$ cat src/rtl/triangle_ram_loader.sv
// Writer side of the DDFS waveform RAM: packs a host byte stream into big-endian
// 16-bit words and writes them from a start address, wrapping. TRI_AUTOGEN_EN adds a
// built-in triangle table generator (GEN state).
module triangle_ram_loader #(
   parameter int ADDR_W = 10,
   parameter int DATA_W = 16
) (
   input  logic              Clock,
   input  logic              Reset,
   input  logic              Start,
   input  logic [ADDR_W-1:0] Start_Addr,
   input  logic [ADDR_W:0]   Word_Count,
   input  logic              Autogen,
   input  logic [7:0]        Byte_in,
   input  logic              Byte_Valid,
   output logic              Byte_Ready,
   output logic [ADDR_W-1:0] Triangle_Addr,
   output logic [DATA_W-1:0] Triangle_Data,
   output logic              TriRAM_WE,
   output logic              Busy,
   output logic              Done,
   output logic [DATA_W-1:0] Checksum
);

   typedef enum logic [2:0] {
      IDLE,
      HI,
      LO,
      WRITE,
      DONE
`ifdef TRI_AUTOGEN_EN
      , GEN
`endif
   } state_t;

   state_t              state, state_nxt;
   logic [ADDR_W-1:0]   addr_cnt;
   logic [ADDR_W:0]     remaining;
   logic [7:0]          hi_byte;
   logic [ADDR_W-1:0]   addr_q;
   logic [DATA_W-1:0]   data_q;
   logic                hs;
   logic [ADDR_W:0]     count_load;

   assign hs = Byte_Valid && Byte_Ready;
   // Word_Count of zero means a full-table load.
   assign count_load = (Word_Count == '0) ? (ADDR_W+1)'(1 << ADDR_W) : Word_Count;

`ifdef TRI_AUTOGEN_EN
   // Symmetric triangle: rising half, then the mirrored falling half.
   function automatic logic [DATA_W-1:0] tri_val(input logic [ADDR_W-1:0] a);
      logic [ADDR_W-2:0] ramp;
      ramp = a[ADDR_W-1] ? ~a[ADDR_W-2:0] : a[ADDR_W-2:0];
      return {ramp, {(DATA_W-ADDR_W+1){1'b0}}};
   endfunction

   logic [DATA_W-1:0] gen_data;
   assign gen_data = tri_val(addr_cnt);

   // During GEN the counter drives the port directly so data leads WE by no cycles.
   assign Triangle_Addr = (state == GEN) ? addr_cnt : addr_q;
   assign Triangle_Data = (state == GEN) ? gen_data : data_q;
`else
   logic unused_autogen;
   assign unused_autogen = Autogen;
   assign Triangle_Addr  = addr_q;
   assign Triangle_Data  = data_q;
`endif

   always_ff @(posedge Clock) begin
      if (Reset) state <= IDLE;
      else       state <= state_nxt;
   end

   always_comb begin
      state_nxt  = state;
      Byte_Ready = 1'b0;
      TriRAM_WE  = 1'b0;
      Busy       = 1'b1;
      Done       = 1'b0;
      case (state)
         IDLE: begin
            Busy = 1'b0;
            if (Start) begin
`ifdef TRI_AUTOGEN_EN
               state_nxt = Autogen ? GEN : HI;
`else
               state_nxt = HI;
`endif
            end
         end
         HI: begin
            Byte_Ready = 1'b1;
            if (hs) state_nxt = LO;
         end
         LO: begin
            Byte_Ready = 1'b1;
            if (hs) state_nxt = WRITE;
         end
         WRITE: begin
            TriRAM_WE = 1'b1;
            state_nxt = (remaining == (ADDR_W+1)'(1)) ? DONE : HI;
         end
         DONE: begin
            Done      = 1'b1;
            state_nxt = IDLE;
         end
`ifdef TRI_AUTOGEN_EN
         GEN: begin
            TriRAM_WE = 1'b1;
            if (addr_cnt == '1) state_nxt = DONE;
         end
`endif
         default: state_nxt = IDLE;
      endcase
   end

   always_ff @(posedge Clock) begin
      if (Reset) begin
         addr_cnt  <= '0;
         remaining <= '0;
         hi_byte   <= '0;
         addr_q    <= '0;
         data_q    <= '0;
         Checksum  <= '0;
      end else begin
         case (state)
            IDLE: begin
               if (Start) begin
                  Checksum  <= '0;
                  addr_cnt  <= Start_Addr;
                  remaining <= count_load;
`ifdef TRI_AUTOGEN_EN
                  if (Autogen) addr_cnt <= '0;
`endif
               end
            end
            HI: if (hs) hi_byte <= Byte_in;
            LO: begin
               if (hs) begin
                  addr_q <= addr_cnt;
                  data_q <= {hi_byte, Byte_in};
               end
            end
            WRITE: begin
               Checksum  <= Checksum + data_q;
               addr_cnt  <= addr_cnt + 1'b1;
               remaining <= remaining - 1'b1;
            end
`ifdef TRI_AUTOGEN_EN
            GEN: begin
               Checksum <= Checksum + gen_data;
               addr_q   <= addr_cnt;
               data_q   <= gen_data;
               addr_cnt <= addr_cnt + 1'b1;
            end
`endif
            default: ;
         endcase
      end
   end

endmodule

$ cat config.mk
export PLATFORM = sky130hd
export DESIGN_NAME = triangle_ram_loader
export DESIGN_NICKNAME = d
export VERILOG_FILES = /design/src/rtl/triangle_ram_loader.sv
export SDC_FILE = /design/constraint.sdc
export NUM_CORES = 1
export LEC_CHECK = 0
export BUFFER_PORTS_ARGS = -buffer_cell sky130_fd_sc_hd__buf_2
export CORE_UTILIZATION = 35
export DETAILED_ROUTE_END_ITERATION = 12
export SYNTH_ARGS = -nofsm -noshare
export SYNTH_HDL_FRONTEND = slang
export SYNTH_SLANG_ARGS = --single-unit
$ cat constraint.sdc
create_clock -name Clock -period 4.6 [get_ports Clock]
set_clock_uncertainty 0.05 [all_clocks]
set_input_delay 0.92 -clock Clock [delete_from_list [all_inputs] [get_ports Clock]]
set_output_delay 0.92 -clock Clock [all_outputs]
set_load 0.005 [all_outputs]
==> flow_summary.yaml <==
outcome:
  outcome: "finished clean"
sta:
  finalCritPeriodShare_pct: 57.8
  slew_violations: 0
  rsz0062_at_grt: "false"
  hold_viol_final: 0
  setup_viol: 0
  tns_ps: 0
  slew_headroom_pct: 29.5
  clock.fmax_mhz: 376
  tightestPinTransition_ps: 1050
  finalCriticalPeriod_ps: 2660
cts:
  postCtsHoldBufs: 0
  cts_resized: 0
  cts_setup_buffers: 0
  cts_buffers: 9
  cts_max_level: 3
  cts_root_buf: "clkbuf_16"
  worstSkewPairLatency_ps: 330
  cts_tree: "yes"
  numClockSinks: 74
  clk_path_buf_depth: 2
  cts.reportedPaths.clkPinSlew_ps: 50
run:
  max_cap_viol_count: 0
routing:
  drt_pass1_iterations: 5
  drc: 0
  routed_wl_um: 11000
  drtAntennaViolNets: 0
  vias: 3808
  drt-initial-drc-count: 255
  wire_per_inst_um: 15.7
  avgViaCountPerCell: 5.43
synthesis:
  yosysWarnings: 0
  synth_xor_xnor_area_share_pct: 1.55
  synth_edf_count: 0
  ys_seq_area_share_pct: 37.4
  synth_simple_gate_area_share_pct: 23.0
  syn_avg_cell_area_um2: 8.02
  synth_ff_type: "dfxtp_1"
  synth.ff_latch_count: 74
  muxShareOfSynthArea_pct: 3.13
  synth_area_um2: 3960
  syn_nets: 547
  synth_fa_ha_area_share_pct: 6.19
  synth_top_family_by_area: "compound AO/OA/AOI/OAI gates"
  async_flop_share_pct: 0
  syn_inst: 494
  synth_compound_area_share_pct: 23.6
  synth_cell_types: 65
place:
  routabilityCongestion: 0.848
  hpwlAfterDp_um: 7650
  portBuffers: 78
layout:
  drive_above_1_share_pct: 19.8
  num_antenna_cells: 0
  final_cell_mix: "83 x nand2_1, 78 x buf_2, 74 x dfxtp_1"
  multi_input_area_um2: 2290
  num-fill-cells: 1127
  final_common_cell: "nand2_1"
  seq_area_um2: 1480
  nNetsFinal: 610
  area_delta_synth_final_pct: 19.6
global_route:
  grt_first_pass_wirelength_um: 17300
  grt_max_degree: 45
  antenna_found_initial: 0
  grt_pass1_vias: 3460
  grt-ovfl-total: 0
  grt_util_all_layers_pct: 19.1
die:
  dieArea_um2: 11800
  core_area_um2: 10900
  fp.dieW_um: 108
  io_pins: 80
  start_util_pct: 36.2
  die_y_um: 108
  num_rows: 38
setup_path:
  worstSetupStartpoint: "state[2]$_SDFFE_PP0P_"
  path_max_fanout: 25
  worstPathRequired_ps: 3630
  r2r_start: "Triangle_Data[0]$_SDFFE_PP0P_"
  critical_path_arrival_ps: 1690
  startpoint_type: "flip-flop"
  end_kind: "output port"
  crit_type: "reg -> out"
power_and_ir_drop:
  p_leak_nw: 1.97
  ir_worst_vdd_uv: 141
  p_total_mw: 1.67
  power_density_nw_per_um2: 352
hold_path:
  worstHoldStart: "hi_byte[6]$_SDFFE_PP0P_"
  min_path_type: "reg -> reg"
==> logic make-up after synthesis <==
kind of cell / count (synthesis)
flops: 74
xor+xnor: 7
simple gates: 189
buf+inv: 44
fa+ha+maj: 19
mux: 12
compound gates: 149
==> sequential cells by signal (all words and copies together), names as in the netlist <==
| signal | cells |
|---|---|
| Checksum | 16 |
| Triangle_Addr | 10 |
| Triangle_Data | 16 |
| addr_cnt | 10 |
| hi_byte | 8 |
| remaining | 11 |
| state | 3 |
==> metrics by stage <==
stage	worst slack, ps	cells	util, %	cell area (µm²)	hold WS [ps]
4_1_cts	1940	701	43.4	4740	408
5_1_grt	1850	701	43.4	4740	424
3_5_place_dp	2060	686	40.4	4420	398
3_3_place_gp	2110	686	40.4	4420	391
2_1_floorplan	2460	494	-	3960	381
6_report	1940	701	43.4	4740	407
==> synth_stat cells, types with 6 or more instances <==
library cell | n | area, µm²
nand2_1 | 83 | 312
dfxtp_1 | 74 | 1480
a21oi_1 | 72 | 360
nor2_1 | 41 | 154
ha_1 | 18 | 225
o21ai_0 | 18 | 90.1
clkbuf_1 | 15 | 56.3
inv_1 | 14 | 52.6
nand3_1 | 12 | 60.1
nor3_1 | 11 | 55.1
mux2i_1 | 9 | 90.1
a21o_1 | 8 | 60.1
buf_2 | 8 | 40.0
and3_1 | 6 | 37.5
==> routing by layer <==
metal	routed length (µm)	global-route usage (%)	up-vias
li1	-	-	1901
met1	5200	25.5	1770
met2	5020	29.8	118
met3	525	2.95	19
met4	288	9.56	0
met5	0	0	-
==> report_power, final <==
part           switching, mW  internal [mW]  leakage (nW)
Sequential            0.0379          0.671         0.601
Combinational          0.120         0.0802          1.22
Clock                  0.261          0.502         0.156
Total                  0.418           1.25          1.97
==> worst paths after layout <==
| check | slack, ps | to | cells after the start |
|---|---|---|---|
| max | 1940 | TriRAM_WE | 3 |
| min | 410 | Triangle_Data[14]$_SDFFE_PP0P_ | 2 |
| min reg2reg | 410 | Triangle_Data[14]$_SDFFE_PP0P_ | 2 |
| max reg2reg | 2100 | Checksum[12]$_SDFFE_PP0P_ | 8 |
==> critical path: stages (launching register included) <==
cell,delay [ps]
dfxtp_1,660
nand3b_4,460
inv_1,100
buf_2,140
==> area by class of cell <==
class	instances	area share (%)
Sequential cell	74	31.2
Multi-Input combinational cell	376	48.3
Tap cell	140	3.69
Inverter	14	1.11
Clock inverter	2	1.27
Clock buffer	13	5.49
Timing Repair Buffer	82	8.87
No activity file was read; power rests on OpenSTA's default activity.
